`config.mk`:
```
export PLATFORM = sky130hd
export DESIGN_NAME = logic_fu_scheduler_flat
export DESIGN_NICKNAME = d
export VERILOG_FILES = /design/src/rtl/logic_fu_scheduler_if.sv /design/src/rtl/logic_fu_scheduler.sv /design/src/flat_wrapper.sv
export SDC_FILE = /design/constraint.sdc
export NUM_CORES = 1
export LEC_CHECK = 0
export BUFFER_PORTS_ARGS = -buffer_cell sky130_fd_sc_hd__buf_2
export CAP_MARGIN = 20
export CORE_MARGIN = 2
export CORE_UTILIZATION = 46
export CTS_CLUSTER_SIZE = 12
export DETAILED_ROUTE_END_ITERATION = 8
export PLACE_DENSITY = 0.79
export REMOVE_ABC_BUFFERS = 1
export SYNTH_ARGS = -nofsm -noshare
export SYNTH_HDL_FRONTEND = slang
export SYNTH_SLANG_ARGS = --single-unit
```
`constraint.sdc`:
```
create_clock -name clk -period 1.8 [get_ports clk]
set_clock_uncertainty 0.15 [all_clocks]
set_input_delay 0.09 -clock clk [delete_from_list [all_inputs] [get_ports clk]]
set_output_delay 0.09 -clock clk [all_outputs]
set_load 0.01 [all_outputs]
```
`src/rtl/logic_fu_scheduler_if.sv`:
```
`default_nettype none
// +------------------------------------------------------------------+
// | Module  : logic_fu_scheduler_if                                  |
// | Brief   : RS request/operand bus and CDB result bus of logic FU  |
// | Revision: 1.0                                                    |
// +------------------------------------------------------------------+
interface logic_fu_scheduler_if #(
  parameter int NUM_RS = 4,
  parameter int TAG_W  = 4
);
  logic [NUM_RS-1:0]       rs_req;
  logic [2*NUM_RS-1:0]     rs_op;
  logic [32*NUM_RS-1:0]    rs_a;
  logic [32*NUM_RS-1:0]    rs_b;
  logic [TAG_W*NUM_RS-1:0] rs_tag;
  logic [NUM_RS-1:0]       rs_gnt;
  logic                    cdb_req;
  logic                    cdb_gnt;
  logic [31:0]             cdb_data;
  logic [TAG_W-1:0]        cdb_tag;

  // master is the scheduler side; slave is the RS array plus CDB arbiter
  modport master (
    input  rs_req, rs_op, rs_a, rs_b, rs_tag, cdb_gnt,
    output rs_gnt, cdb_req, cdb_data, cdb_tag
  );
  modport slave (
    output rs_req, rs_op, rs_a, rs_b, rs_tag, cdb_gnt,
    input  rs_gnt, cdb_req, cdb_data, cdb_tag
  );
endinterface
`default_nettype wire

```
`src/rtl/logic_fu_scheduler.sv`:
```
`default_nettype none
// +------------------------------------------------------------------+
// | Module  : logic_fu_scheduler                                     |
// | Brief   : Round-robin RS arbiter, bitwise logic unit, CDB sender |
// | Revision: 1.0                                                    |
// +------------------------------------------------------------------+
module logic_fu_scheduler #(
  parameter int NUM_RS = 4,
  parameter int TAG_W  = 4
) (
  input  wire                  clk,
  input  wire                  rst_n,
  input  wire                  flush_i,
  output logic                 busy_o,
  logic_fu_scheduler_if.master bus
);
  localparam int IDX_W = (NUM_RS > 1) ? $clog2(NUM_RS) : 1;

  typedef enum logic [1:0] {
    S_IDLE      = 2'd0,
    S_CAPTURE   = 2'd1,
    S_BROADCAST = 2'd2
  } state_t;

  state_t             state_q;
  logic [IDX_W-1:0]   last_q;
  logic [1:0]         op_q;
  logic [31:0]        a_q;
  logic [31:0]        b_q;
  logic [TAG_W-1:0]   tag_q;
  logic [NUM_RS-1:0]  rs_gnt_q;
  logic               cdb_req_q;
  logic [31:0]        cdb_data_q;
  logic [TAG_W-1:0]   cdb_tag_q;
  logic               busy_q;

  logic [1:0]         op_arr  [NUM_RS];
  logic [31:0]        a_arr   [NUM_RS];
  logic [31:0]        b_arr   [NUM_RS];
  logic [TAG_W-1:0]   tag_arr [NUM_RS];

  logic               win_found;
  logic [IDX_W-1:0]   win_idx;
  logic [IDX_W:0]     cand;
  logic [31:0]        result;

  for (genvar i = 0; i < NUM_RS; i++) begin : g_unpack
    assign op_arr[i]  = bus.rs_op[2*i +: 2];
    assign a_arr[i]   = bus.rs_a[32*i +: 32];
    assign b_arr[i]   = bus.rs_b[32*i +: 32];
    assign tag_arr[i] = bus.rs_tag[TAG_W*i +: TAG_W];
  end

  // Search starts one past the last winner and wraps modulo NUM_RS
  always_comb begin
    win_found = 1'b0;
    win_idx   = '0;
    cand      = '0;
    for (int k = 1; k <= NUM_RS; k++) begin
      cand = {1'b0, last_q} + (IDX_W+1)'(k);
      if (cand >= (IDX_W+1)'(NUM_RS)) begin
        cand = cand - (IDX_W+1)'(NUM_RS);
      end
      if (!win_found && bus.rs_req[cand[IDX_W-1:0]]) begin
        win_found = 1'b1;
        win_idx   = cand[IDX_W-1:0];
      end
    end
  end

  always_comb begin
    case (op_q)
      2'b00:   result = a_q & b_q;
      2'b01:   result = a_q | b_q;
      2'b10:   result = ~(a_q | b_q);
      default: result = a_q ^ b_q;
    endcase
  end

  always_ff @(posedge clk or negedge rst_n) begin
    if (!rst_n) begin
      state_q    <= S_IDLE;
      last_q     <= IDX_W'(NUM_RS - 1);
      op_q       <= '0;
      a_q        <= '0;
      b_q        <= '0;
      tag_q      <= '0;
      rs_gnt_q   <= '0;
      cdb_req_q  <= 1'b0;
      cdb_data_q <= '0;
      cdb_tag_q  <= '0;
      busy_q     <= 1'b0;
    end else begin
      rs_gnt_q <= '0;
      // Flush squashes the op but leaves the last broadcast value visible
      if (flush_i) begin
        state_q   <= S_IDLE;
        cdb_req_q <= 1'b0;
        busy_q    <= 1'b0;
      end else begin
        case (state_q)
          S_IDLE: begin
            if (win_found) begin
              op_q     <= op_arr[win_idx];
              a_q      <= a_arr[win_idx];
              b_q      <= b_arr[win_idx];
              tag_q    <= tag_arr[win_idx];
              last_q   <= win_idx;
              rs_gnt_q <= NUM_RS'(1) << win_idx;
              state_q  <= S_CAPTURE;
              busy_q   <= 1'b1;
            end
          end
          S_CAPTURE: begin
            cdb_data_q <= result;
            cdb_tag_q  <= tag_q;
            cdb_req_q  <= 1'b1;
            state_q    <= S_BROADCAST;
          end
          S_BROADCAST: begin
            if (bus.cdb_gnt) begin
              cdb_req_q <= 1'b0;
              state_q   <= S_IDLE;
              busy_q    <= 1'b0;
            end
          end
          default: begin
            cdb_req_q <= 1'b0;
            state_q   <= S_IDLE;
            busy_q    <= 1'b0;
          end
        endcase
      end
    end
  end

  assign bus.rs_gnt   = rs_gnt_q;
  assign bus.cdb_req  = cdb_req_q;
  assign bus.cdb_data = cdb_data_q;
  assign bus.cdb_tag  = cdb_tag_q;
  assign busy_o       = busy_q;

endmodule
`default_nettype wire

```
`src/flat_wrapper.sv`:
```
// flat-port wrapper written by rule: the top's interface ports become plain ports
module logic_fu_scheduler_flat 
#(
  parameter int NUM_RS = 4,
  parameter int TAG_W  = 4
)
  (clk, rst_n, flush_i, busy_o, bus_rs_req, bus_rs_op, bus_rs_a, bus_rs_b, bus_rs_tag, bus_cdb_gnt, bus_rs_gnt, bus_cdb_req, bus_cdb_data, bus_cdb_tag);
  logic_fu_scheduler_if #(.NUM_RS(NUM_RS), .TAG_W(TAG_W)) bus_i ();
  input  wire clk;
  input  wire rst_n;
  input  wire flush_i;
  output logic busy_o;
  input wire logic [$bits(bus_i.rs_req)-1:0] bus_rs_req;
  input wire logic [$bits(bus_i.rs_op)-1:0] bus_rs_op;
  input wire logic [$bits(bus_i.rs_a)-1:0] bus_rs_a;
  input wire logic [$bits(bus_i.rs_b)-1:0] bus_rs_b;
  input wire logic [$bits(bus_i.rs_tag)-1:0] bus_rs_tag;
  input wire logic [$bits(bus_i.cdb_gnt)-1:0] bus_cdb_gnt;
  output wire logic [$bits(bus_i.rs_gnt)-1:0] bus_rs_gnt;
  output wire logic [$bits(bus_i.cdb_req)-1:0] bus_cdb_req;
  output wire logic [$bits(bus_i.cdb_data)-1:0] bus_cdb_data;
  output wire logic [$bits(bus_i.cdb_tag)-1:0] bus_cdb_tag;
  assign bus_i.rs_req = bus_rs_req;
  assign bus_i.rs_op = bus_rs_op;
  assign bus_i.rs_a = bus_rs_a;
  assign bus_i.rs_b = bus_rs_b;
  assign bus_i.rs_tag = bus_rs_tag;
  assign bus_i.cdb_gnt = bus_cdb_gnt;
  assign bus_rs_gnt = bus_i.rs_gnt;
  assign bus_cdb_req = bus_i.cdb_req;
  assign bus_cdb_data = bus_i.cdb_data;
  assign bus_cdb_tag = bus_i.cdb_tag;
  logic_fu_scheduler #(.NUM_RS(NUM_RS), .TAG_W(TAG_W)) u_core (.clk(clk), .rst_n(rst_n), .flush_i(flush_i), .busy_o(busy_o), .bus(bus_i));
endmodule
```
==> results.json, run 1 <==
{
  "run_status": "finished, violations left",
  "violations": "hold timing, setup timing",
  "peakVddDrop_mv": 0.6944,
  "post_synth_main_area_contributors": "dfrtp_1 33%, ha_1 9.2%, mux2i_1 8.3%",
  "antenna_found_initial": 4,
  "fmax_ghz": 0.4443,
  "clock_tree.buffer_depth": 2,
  "hold-worst-slack_ns": -0.00006567,
  "path_max_fanout": 20,
  "min_period_ns": 2.251,
  "worst-endpoint-required_ns": 1.88,
  "fp.dieH_um": 141.7,
  "power.density_cell_area_nw_per_um2": 1290,
  "post_synth_and_or_nand_nor_area_fraction": 0.09673,
  "initial_util": 0.4677,
  "placed_area_sq_um": 11000,
  "hpwlAfterDp_mm": 20.60,
  "post_synth_num_cell_types": 39,
  "crit-reg2reg-capture": "u_core.b_q[10]",
  "asyncSetResetFlopFracSynth": 1.000,
  "finalCritPeriodShare": 1.251,
  "crit_arrival_ns": 2.33,
  "post_synth_inst_count": 938,
  "crit_path_end": "u_core.b_q[10]",
  "worst_slew_pin_slew_ns": 0.5926,
  "worst_slew_margin": 0.6049,
  "timing.final.hold_violations": 1,
  "drive_above_1_share": 0.3469,
  "crit-reg2reg-launch": "u_core.last_q[0]",
  "yosys.area_share.xor_xnor": 0,
  "final_cells": 1813,
  "rr_worst_depth": 9,
  "grt_first_pass_wirelength_mm": 65.99,
  "placeableCoreArea_sq_um": 18640,
  "holdCritPathClass": "input pin to flip-flop",
  "yosys_warnings": 0,
  "postSynthRegisterBits": 116,
  "routed_wirelength_mm": 45.29,
  "port_buffers": 329,
  "multiplexer_share_of_the_synthesized_area": 0.1279,
  "total_power_of_the_final_layout_mw": 19.64,
  "drcViolationCount": 0,
  "yosys-top-cells-count": "114 x dfrtp_1, 76 x clkbuf_1, 75 x nor2_1",
  "placement_rows": 50,
  "synthFlopType": "dfrtp_1",
  "layout.filler_cells": 925,
  "floorplan.die_area_sq_um": 20070,
  "ioPinCount": 330,
  "detailedRoute.firstPassIterationCount": 8,
  "tritoncts_buffers": 17,
  "clk_root_buffer_cell": "clkbuf_16",
  "synth_enable_flop_cells": 0,
  "slew_violations": 0,
  "regToRegSetupSlack_ns": -0.45,
  "post_synth_instance_area_sq_um": 8718,
  "timing.final.setup_violations": 73,
  "post-route-worst-setup-slack_ns": -0.4510,
  "final_nets": 1913,
  "cts.clk_slew.worst_paths_ns": 0.06,
  "grt_util_all_layers": 0.4264,
  "gp_routability_congestion": 0.9133,
  "grt_start_max_net_pins": 62,
  "flow.area_growth_from_synthesis_pct": 74.60,
  "synth-compound-area-share": 0.2636,
  "synth_adder_area_share": 0.09185,
  "start_kind": "flip-flop",
  "endpoint_kind": "flip-flop",
  "timing.critical_path.from": "u_core.last_q[0]",
  "multiInputGateArea_sq_um": 5404,
  "leakage_nw": 7.163,
  "route.detailed.wl_per_inst_um": 24.98,
  "first_global_vias": 12190,
  "synth_top_family_by_area": "compound AO/OA/AOI/OAI gates",
  "synth_top_area_frac": 0.3272,
  "cts_num_sinks": 116,
  "final-seq-area_sq_um": 2910,
  "place.detailed.instances": 1467,
  "grt_overflow_total": 0,
  "cts_tree": "yes",
  "routed-via-count": 11830,
  "dr_iter_0_viols": 1442,
  "avgSynthCellArea_sq_um": 9.295,
  "unrepaired_setup_endpoints_after_global_routing": "yes",
  "timing.max_cap.violations": 0,
  "finish.instance_area_sq_um": 15220,
  "clk_latency_ns": 0.41,
  "drt.antenna.violating_nets": 0,
  "critical_path_class": "flip-flop to flip-flop",
  "post-synth-top-count-cell": "dfrtp_1",
  "synth_top_area_cell": "dfrtp_1",
  "die_w_um": 141.7,
  "clock_tree.htree_level_count": 4,
  "route.detailed.vias_per_inst": 6.526,
  "yosysSeqAreaShare": 0.3332
}
-- repair_timing --
action,4_1_cts,5_1_grt
gates cloned,4,6
endpoints found under the hold margin,189,0
resized for setup,19,65
buffers inserted,11,8
pin swaps,3,10
endpoints found under the setup margin,75,77
hold buffers,283,0
-- worst min path at each step --
stage	from	end	slack (ns)	cells past startpoint
2_1_floorplan	rst_n	u_core.a_q[0]	-0.36	0
3_5_place_dp	rst_n	u_core.bus.cdb_data[14]	-0.03	2
3_3_place_gp	rst_n	u_core.bus.cdb_data[13]	-0.03	2
5_1_grt	bus_rs_b[20]	u_core.b_q[20]	0.01	4
6_report	bus_rs_b[20]	u_core.b_q[20]	-0.00007	4
4_1_cts	bus_rs_b[20]	u_core.b_q[20]	0.005	4
-- power by group --
group / switching (mW) / internal, mW / total [mW] / leakage [nW]
logic: 6.06 / 5.34 / 11.4 / 5.47
clock network: 1.30 / 2.28 / 3.58 / 0.286
registers: 0.837 / 3.82 / 4.66 / 1.41
total: 8.20 / 11.4 / 19.6 / 7.16
-- per-stage QoR --
step | worst slack, ns | TNS (ns) | hold WS (ns) | util
finish | -0.4510 | -22.10 | -0.00006567 | 0.8165
global route | -0.5584 | -26.85 | 0.01100 | 0.8164
CTS | -0.2590 | -14.99 | 0.005473 | 0.7907
detailed placement | -0.3235 | -18.89 | -0.02791 | 0.5898
global placement | -0.2340 | -14.95 | -0.03281 | 0.5898
floorplan | -3.127 | -332.72 | -0.3556 | -
-- sequential cells by signal, indices dropped and copies added, names as in the netlist --
register and cells:
u_core.bus.cdb_req 1, u_core.bus.rs_gnt 4, u_core.last_q 2, u_core.busy_o 1
u_core.bus.cdb_tag 4, u_core.bus.cdb_data 32, u_core.state_q 2, u_core.a_q 32
u_core.tag_q 4, u_core.op_q 2, u_core.b_q 32
-- critical path, cell delays in order, from the launching register on --
cell      delay, ns
dfstp_2        0.54
nand2b_2       0.17
o22ai_1        0.13
buf_4          0.16
o21ai_4        0.14
buf_12         0.16
buf_12         0.11
buf_16         0.17
a21o_1         0.16
o221ai_1       0.19
-- logic make-up after synthesis --
family	Yosys count
compound gates	317
buf+inv	167
simple gates	167
flops	116
mux	107
fa+ha+maj	64
-- cells in the final DEF (no fill, tap or decap), drive strengths merged, types with 64 or more instances in the layout --
cell type    Yosys  routed
inv             66      66
nand4           70      70
buf             25     417
o31ai           70      70
o221ai          66      66
a21oi           64      64
dlygate4sd3      0     283
dfrtp          114     114
a21o            71      71
nor2            75      75
ha              64      64
mux2i           72      72
-- layout make-up --
| type | instances | area share |
|---|---|---|
| diodes | 5 | 0.0008220 |
| inverters | 66 | 0.01627 |
| multi-input cells | 655 | 0.3550 |
| clock inverters | 12 | 0.01011 |
| flip-flops and latches | 116 | 0.1912 |
| repair buffers | 705 | 0.3767 |
| clock buffers | 20 | 0.03066 |
| well taps | 234 | 0.01923 |
-- per-layer routing --
layer	vias to the layer above	track usage	share of wire
met1	5428	0.4660	0.33
met3	394	0.1573	0.12
li1	4803	-	-
met4	0	0.3274	0.083
met2	1206	0.6745	0.47
met5	-	0.002506	0
Note: power is estimated with default switching activity, not from simulation.
==> run 2, diff against run 1 <==
--- a/config.mk
+++ b/config.mk
@@ -7,11 +7,13 @@
 export LEC_CHECK = 0
 export BUFFER_PORTS_ARGS = -buffer_cell sky130_fd_sc_hd__buf_2
 export CAP_MARGIN = 20
+export CELL_PAD_IN_SITES_DETAIL_PLACEMENT = 0
+export CELL_PAD_IN_SITES_GLOBAL_PLACEMENT = 1
 export CORE_MARGIN = 2
-export CORE_UTILIZATION = 46
+export CORE_UTILIZATION = 33
 export CTS_CLUSTER_SIZE = 12
 export DETAILED_ROUTE_END_ITERATION = 8
-export PLACE_DENSITY = 0.79
+export PLACE_DENSITY_LB_ADDON = 0.1
 export REMOVE_ABC_BUFFERS = 1
 export SYNTH_ARGS = -nofsm -noshare
 export SYNTH_HDL_FRONTEND = slang
==> run 2 against run 1 <==
  * The flow finishes with violations (setup timing)
  * Fmax rose by 6.3%
  * Critical path depth fell by 2
  * Flip-flop and latch count did not move
  * First-iteration DRC count fell by 62%
  * Die area rose by 38%
  * Worst hold slack improved by 0.038 ns
  * Utilization fell by 23 points
  * Count of clock-buffer cells in the layout fell by 2
  * Sequential share of layout area rose by 0.12 points
  * Global-route usage fell by 18 points
  * Non-clock buffer count fell by 14
  * Critical endpoint is now u_core.b_q[11]
==> results.json, run 2 (synthesis gave the netlist of run 1 again) <==
{
  "most_frequent_standard_cell_in_the_layout_excluding_fill_and_tap_cells": "buf_2",
  "clock_tree.buffer_depth": 2,
  "route.detailed.wl_per_inst_um": 19.24,
  "final-seq-area_sq_um": 2910,
  "multiInputGateArea_sq_um": 5380,
  "first_global_vias": 10760,
  "timing.max_cap.violations": 0,
  "crit_arrival_ns": 2.24,
  "layout.filler_cells": 2218,
  "leakage_nw": 7.039,
  "holdCritPathClass": "input pin to async pin",
  "gp_routability_congestion": 0.7683,
  "post-route-worst-setup-slack_ns": -0.3178,
  "die_w_um": 166.5,
  "timing.critical_path.from": "u_core.last_q[0]",
  "min_period_ns": 2.118,
  "tns_ns": -16.73,
  "worst_slew_pin_slew_ns": 0.9194,
  "start_kind": "flip-flop",
  "power.density_cell_area_nw_per_um2": 1188,
  "violations": "setup timing",
  "detailedRoute.firstPassIterationCount": 5,
  "unrepaired_setup_endpoints_after_global_routing": "yes",
  "run_status": "finished, violations left",
  "timing.critical_path.slowest_cell_delay_ns": 0.55,
  "antenna_found_initial": 1,
  "clk_latency_ns": 0.42,
  "power_frac_comb": 0.569,
  "dr_iter_0_viols": 552,
  "worst-endpoint-required_ns": 1.93,
  "hold-worst-slack_ns": 0.03770,
  "fmax_ghz": 0.4722,
  "clock_tree.htree_level_count": 4,
  "clk_root_buffer_cell": "clkbuf_16",
  "timing.final.setup_violations": 70,
  "placement_rows": 59,
  "peakVddDrop_mv": 0.4653,
  "placeableCoreArea_sq_um": 25980,
  "endpoint_kind": "flip-flop",
  "drt.antenna.violating_nets": 0,
  "route.detailed.vias_per_inst": 5.313,
  "drive_above_1_share": 0.3372,
  "critical_path_class": "flip-flop to flip-flop",
  "crit-reg2reg-launch": "u_core.last_q[0]",
  "path_max_fanout": 5,
  "place.detailed.instances": 1561,
  "drcViolationCount": 0,
  "tritoncts_buffers": 17,
  "worst_slew_margin": 0.3871,
  "share_seq_of_total_power": 0.255,
  "initial_util": 0.3355,
  "placed_area_sq_um": 11090,
  "finish.instance_area_sq_um": 15120,
  "final_cells": 1896,
  "worst_path_dominant_cell_family": "flip-flops",
  "cp_slowest_cell": "dfstp_2",
  "routed-via-count": 10070,
  "hpwlAfterDp_mm": 21.32,
  "finalCritPeriodShare": 1.177,
  "flow.area_growth_from_synthesis_pct": 73.48,
  "floorplan.die_area_sq_um": 27740,
  "grt_first_pass_wirelength_mm": 55.93,
  "grt_util_all_layers": 0.2504,
  "timing.final.hold_violations": 0,
  "power.switching_fraction": 0.4042,
  "grt_overflow_total": 0,
  "grt_start_max_net_pins": 71,
  "crit_buf_inv": 2,
  "clock_power_share": 0.176,
  "slew_violations": 0,
  "port_buffers": 329,
  "final_nets": 1899,
  "cts_tree": "yes",
  "cts.clk_slew.worst_paths_ns": 0.06,
  "cp_cell_sequence": "nor2b_2, o21a_4, nor3_4, buf_6, clkbuf_16, mux2i_1, o221ai_1",
  "layout_common_cells": "328 x buf_2, 284 x dlygate4sd3_1, 112 x dfrtp_1",
  "routed_wirelength_mm": 36.48,
  "internal_power_mw": 10.70,
  "ioPinCount": 330,
  "total_switching_power_mw": 7.262,
  "cts_num_sinks": 116,
  "fp.dieH_um": 166.5
}
## run 2: cell types whose count changed in the layout (fill, tap and decap cells not counted), moves of 4 or more
cell and change:
buf_4 -15, diode_2 -4, o31ai_1 +5, o31ai_2 -5
buf_12 -4
## run 2: per-layer routing
| metal | routed length [um] | global-route usage | up-vias |
|---|---|---|---|
| li1 | - | - | 4779 |
| met3 | 2054 | 0.04800 | 60 |
| met1 | 15440 | 0.3024 | 4859 |
| met4 | 894 | 0.08808 | 0 |
| met5 | 0 | 0 | - |
| met2 | 18090 | 0.4447 | 375 |
## run 2: layout make-up
class                           count  area share
Timing Repair Buffer              691      0.3716
Inverter                           66     0.01638
Antenna cell                        1   0.0001655
Clock buffer                       18     0.02904
Clock inverter                     14    0.006949
Tap cell                          335     0.02771
Sequential cell                   116      0.1924
Multi-Input combinational cell    655      0.3557
## run 2: power by group through the flow
stage                     clock network, mW  registers (mW)  logic, mW
after detailed placement                  0            4.64       8.80
final                                  3.16            4.58       10.2
after global routing                   3.34            4.75       11.3
after CTS                              3.24            4.61       9.78
after global placement                    0            4.63       8.71
after floorplan                           0            4.93       5.26
## run 2: worst paths after layout
check                                          endpoint  slack (ns)  depth (start not counted)
worst max-delay path                     u_core.b_q[11]       -0.32                          7
worst min-delay path            u_core.bus.cdb_data[27]        0.04                          2
worst max register to register           u_core.b_q[11]       -0.32                          7
worst min register to register    u_core.bus.cdb_tag[0]        0.36                          1
max in group asynchronous        u_core.bus.cdb_data[8]        0.89                          3
min in group clk                       u_core.last_q[1]        0.27                          7
## run 2: what timing repair did
| action | in CTS | in global routing |
|---|---|---|
| cloned | 4 | 5 |
| hold buffers | 284 | 0 |
| buffers inserted | 5 | 4 |
| gates resized for setup | 36 | 37 |
| setup endpoints to repair | 74 | 77 |
| hold endpoints to repair | 189 | 0 |
| pin swaps | 0 | 4 |
## run 2: through the flow
step | worst slack (ns) | total power, mW | utilization
5_1_grt | -0.3796 | 19.38 | 0.5820
4_1_cts | -0.2899 | 17.63 | 0.5695
3_3_place_gp | -0.2890 | 13.34 | 0.4267
3_5_place_dp | -0.3072 | 13.45 | 0.4267
6_report | -0.3178 | 17.97 | 0.5820
2_1_floorplan | -3.127 | 10.20 | -
## run 2: worst register-to-register path, cell delays in order, from the launching register on
cell	delay, ns
dfstp_2	0.55
nor2b_2	0.05
o21a_4	0.20
nor3_4	0.26
buf_6	0.22
clkbuf_16	0.19
mux2i_1	0.23
o221ai_1	0.13
==> run 3, diff against run 2 <==
--- a/config.mk
+++ b/config.mk
@@ -14,7 +14,6 @@
 export CTS_CLUSTER_SIZE = 12
 export DETAILED_ROUTE_END_ITERATION = 8
 export PLACE_DENSITY_LB_ADDON = 0.1
-export REMOVE_ABC_BUFFERS = 1
 export SYNTH_ARGS = -nofsm -noshare
 export SYNTH_HDL_FRONTEND = slang
 export SYNTH_SLANG_ARGS = --single-unit
==> run 3 against run 2 <==
  * Routed wire length up 8.0%
  * Design area up 5.9%
  * Setup slack worse by 0.026 ns
  * Critical path type unchanged
  * Critical path depth up 2
  * Count of clock-buffer cells in the layout up 2
  * Cell count up 1.8%
  * Sequential power about the same
  * Utilization up 3.4 points
  * The run still ends with setup timing left
  * Largest power group unchanged
==> results.json, run 3 (synthesis gave the netlist of run 1 again) <==
{
  "power_frac_comb": 0.570,
  "min_period_ns": 2.144,
  "timing.final.setup_violations": 74,
  "share_seq_of_total_power": 0.234,
  "clock_power_share": 0.196,
  "final_nets": 1932,
  "whs_endpoint": "u_core.b_q[5]",
  "cts_num_sinks": 116,
  "cts.clk_slew.worst_paths_ns": 0.06,
  "gp_routability_congestion": 0.8091,
  "timing.critical_path.slowest_cell_delay_ns": 0.55,
  "grt_start_max_net_pins": 40,
  "first_global_vias": 10440,
  "power.density_cell_area_nw_per_um2": 1228,
  "worst_path_dominant_cell_family": "flip-flops",
  "tritoncts_buffers": 17,
  "internal_power_mw": 12.04,
  "crit_buf_inv": 4,
  "die_w_um": 166.5,
  "violations": "setup timing",
  "hpwlAfterDp_mm": 22.91,
  "final-seq-area_sq_um": 2910,
  "pre_cts_slack_ns": -0.4007,
  "path_common_cell": "buf_12",
  "worst-endpoint-required_ns": 1.93,
  "hold_startpoint": "bus_rs_b[5]",
  "multiInputGateArea_sq_um": 5638,
  "clk_latency_ns": 0.42,
  "route.detailed.wl_per_inst_um": 20.42,
  "run_status": "finished, violations left",
  "timing.critical_path.from": "u_core.last_q[0]",
  "leakage_nw": 7.396,
  "layout.filler_cells": 2171,
  "most_frequent_standard_cell_in_the_layout_excluding_fill_and_tap_cells": "buf_2",
  "antenna_found_initial": 2,
  "grt_overflow_total": 0,
  "routed_wirelength_mm": 39.41,
  "flow.area_growth_from_synthesis_pct": 83.64,
  "fmax_ghz": 0.4665,
  "total_switching_power_mw": 7.622,
  "clk_root_buffer_cell": "clkbuf_16",
  "peakVddDrop_mv": 0.6034,
  "crit_arrival_ns": 2.28,
  "timing.final.hold_violations": 0,
  "initial_util": 0.3355,
  "routed-via-count": 10360,
  "rr_worst_depth": 9,
  "dr_iter_0_viols": 722,
  "finalCritPeriodShare": 1.191,
  "floorplan.die_area_sq_um": 27740,
  "detailedRoute.firstPassIterationCount": 5,
  "unrepaired_setup_endpoints_after_global_routing": "yes",
  "timing.max_cap.violations": 0,
  "start_kind": "flip-flop",
  "endpoint_kind": "flip-flop",
  "tns_ns": -20.44,
  "path_max_fanout": 7,
  "cp_cell_sequence": "nand2b_4, a21oi_4, nor3_4, buf_6, buf_12, buf_12, buf_8, mux2i_1, o221ai_1",
  "regToRegSetupSlack_ns": -0.34,
  "crit-reg2reg-launch": "u_core.last_q[0]",
  "clock_tree.buffer_depth": 2,
  "port_buffers": 329,
  "drt.antenna.violating_nets": 0,
  "worst_slew_margin": 0.4687,
  "ioPinCount": 330,
  "syn-num-nets": 1290,
  "grt_first_pass_wirelength_mm": 58.30,
  "slew_violations": 0,
  "min_path_cells": 4,
  "fp.dieH_um": 166.5,
  "holdCritPathClass": "input pin to flip-flop",
  "drive_above_1_share": 0.3710,
  "cts_tree": "yes",
  "critical_path_class": "flip-flop to flip-flop",
  "layout_common_cells": "328 x buf_2, 283 x dlygate4sd3_1, 112 x dfrtp_1",
  "clock_tree.htree_level_count": 4,
  "cp_slowest_cell": "dfstp_2",
  "grt_util_all_layers": 0.2668,
  "power.switching_fraction": 0.3876,
  "worst_slew_pin_slew_ns": 0.7969,
  "crit-reg2reg-capture": "u_core.b_q[0]",
  "drcViolationCount": 0,
  "placeableCoreArea_sq_um": 25980,
  "placement_rows": 59,
  "post-route-worst-setup-slack_ns": -0.3435,
  "route.detailed.vias_per_inst": 5.365
}
[run 3: layout make-up]
| class | instances | area share |
|---|---|---|
| repair buffers | 724 | 0.3829 |
| multi-input cells | 655 | 0.3521 |
| flip-flops and latches | 116 | 0.1818 |
| clock buffers | 20 | 0.02852 |
| well taps | 335 | 0.02618 |
| inverters | 66 | 0.01547 |
| clock inverters | 12 | 0.01266 |
| diodes | 2 | 0.0003126 |
[run 3: stage by stage]
stage / total power [mW] / hold slack [ns] / area (sq um) / instances / util
floorplan: 10.50 / -0.3556 / 8738 / 938 / -
global route: 21.06 / 0.03664 / 16010 / 1930 / 0.6161
finish: 19.66 / 0.003939 / 16010 / 1930 / 0.6161
CTS: 19.04 / 0.003852 / 15480 / 1912 / 0.5956
detailed placement: 13.65 / -0.1026 / 11240 / 1573 / 0.4327
global placement: 13.53 / -0.1039 / 11240 / 1573 / 0.4327
[run 3: repair_timing]
action,CTS,global route
resized for setup,69,62
cloned,9,7
pin swaps,3,15
hold buffers,284,0
endpoints found under the setup margin,73,76
hold endpoints to repair,189,0
buffers inserted,14,12
[run 3: metal layers]
metal,part of all wire,global-route usage
met5,0,0
met2,0.48,0.4502
met4,0.028,0.09408
met3,0.058,0.04444
met1,0.43,0.3457
[run 3: tightest hold or removal path, stage by stage]
cell and delay (ns):
buf_2 0.11, nand4_1 0.09, a21o_1 0.12, o221ai_1 0.10
[run 3: worst max path at each step]
stage                       to  slack (ns)  depth (start not counted)
6_report         u_core.b_q[0]       -0.34                          9
5_1_grt         u_core.b_q[14]       -0.41                          9
4_1_cts        u_core.tag_q[3]       -0.32                          8
3_5_place_dp    u_core.a_q[28]       -0.40                          7
3_3_place_gp    u_core.a_q[28]       -0.38                          7
2_1_floorplan   u_core.b_q[28]       -0.09                          8
[run 3: power groups by stage]
stage | clock [mW] | combinational (mW) | sequential, mW
floorplan | 0 | 5.92 | 4.58
global placement | 0 | 8.92 | 4.61
detailed placement | 0 | 9.04 | 4.61
CTS | 3.92 | 10.5 | 4.59
global route | 4.08 | 12.2 | 4.76
finish | 3.86 | 11.2 | 4.60
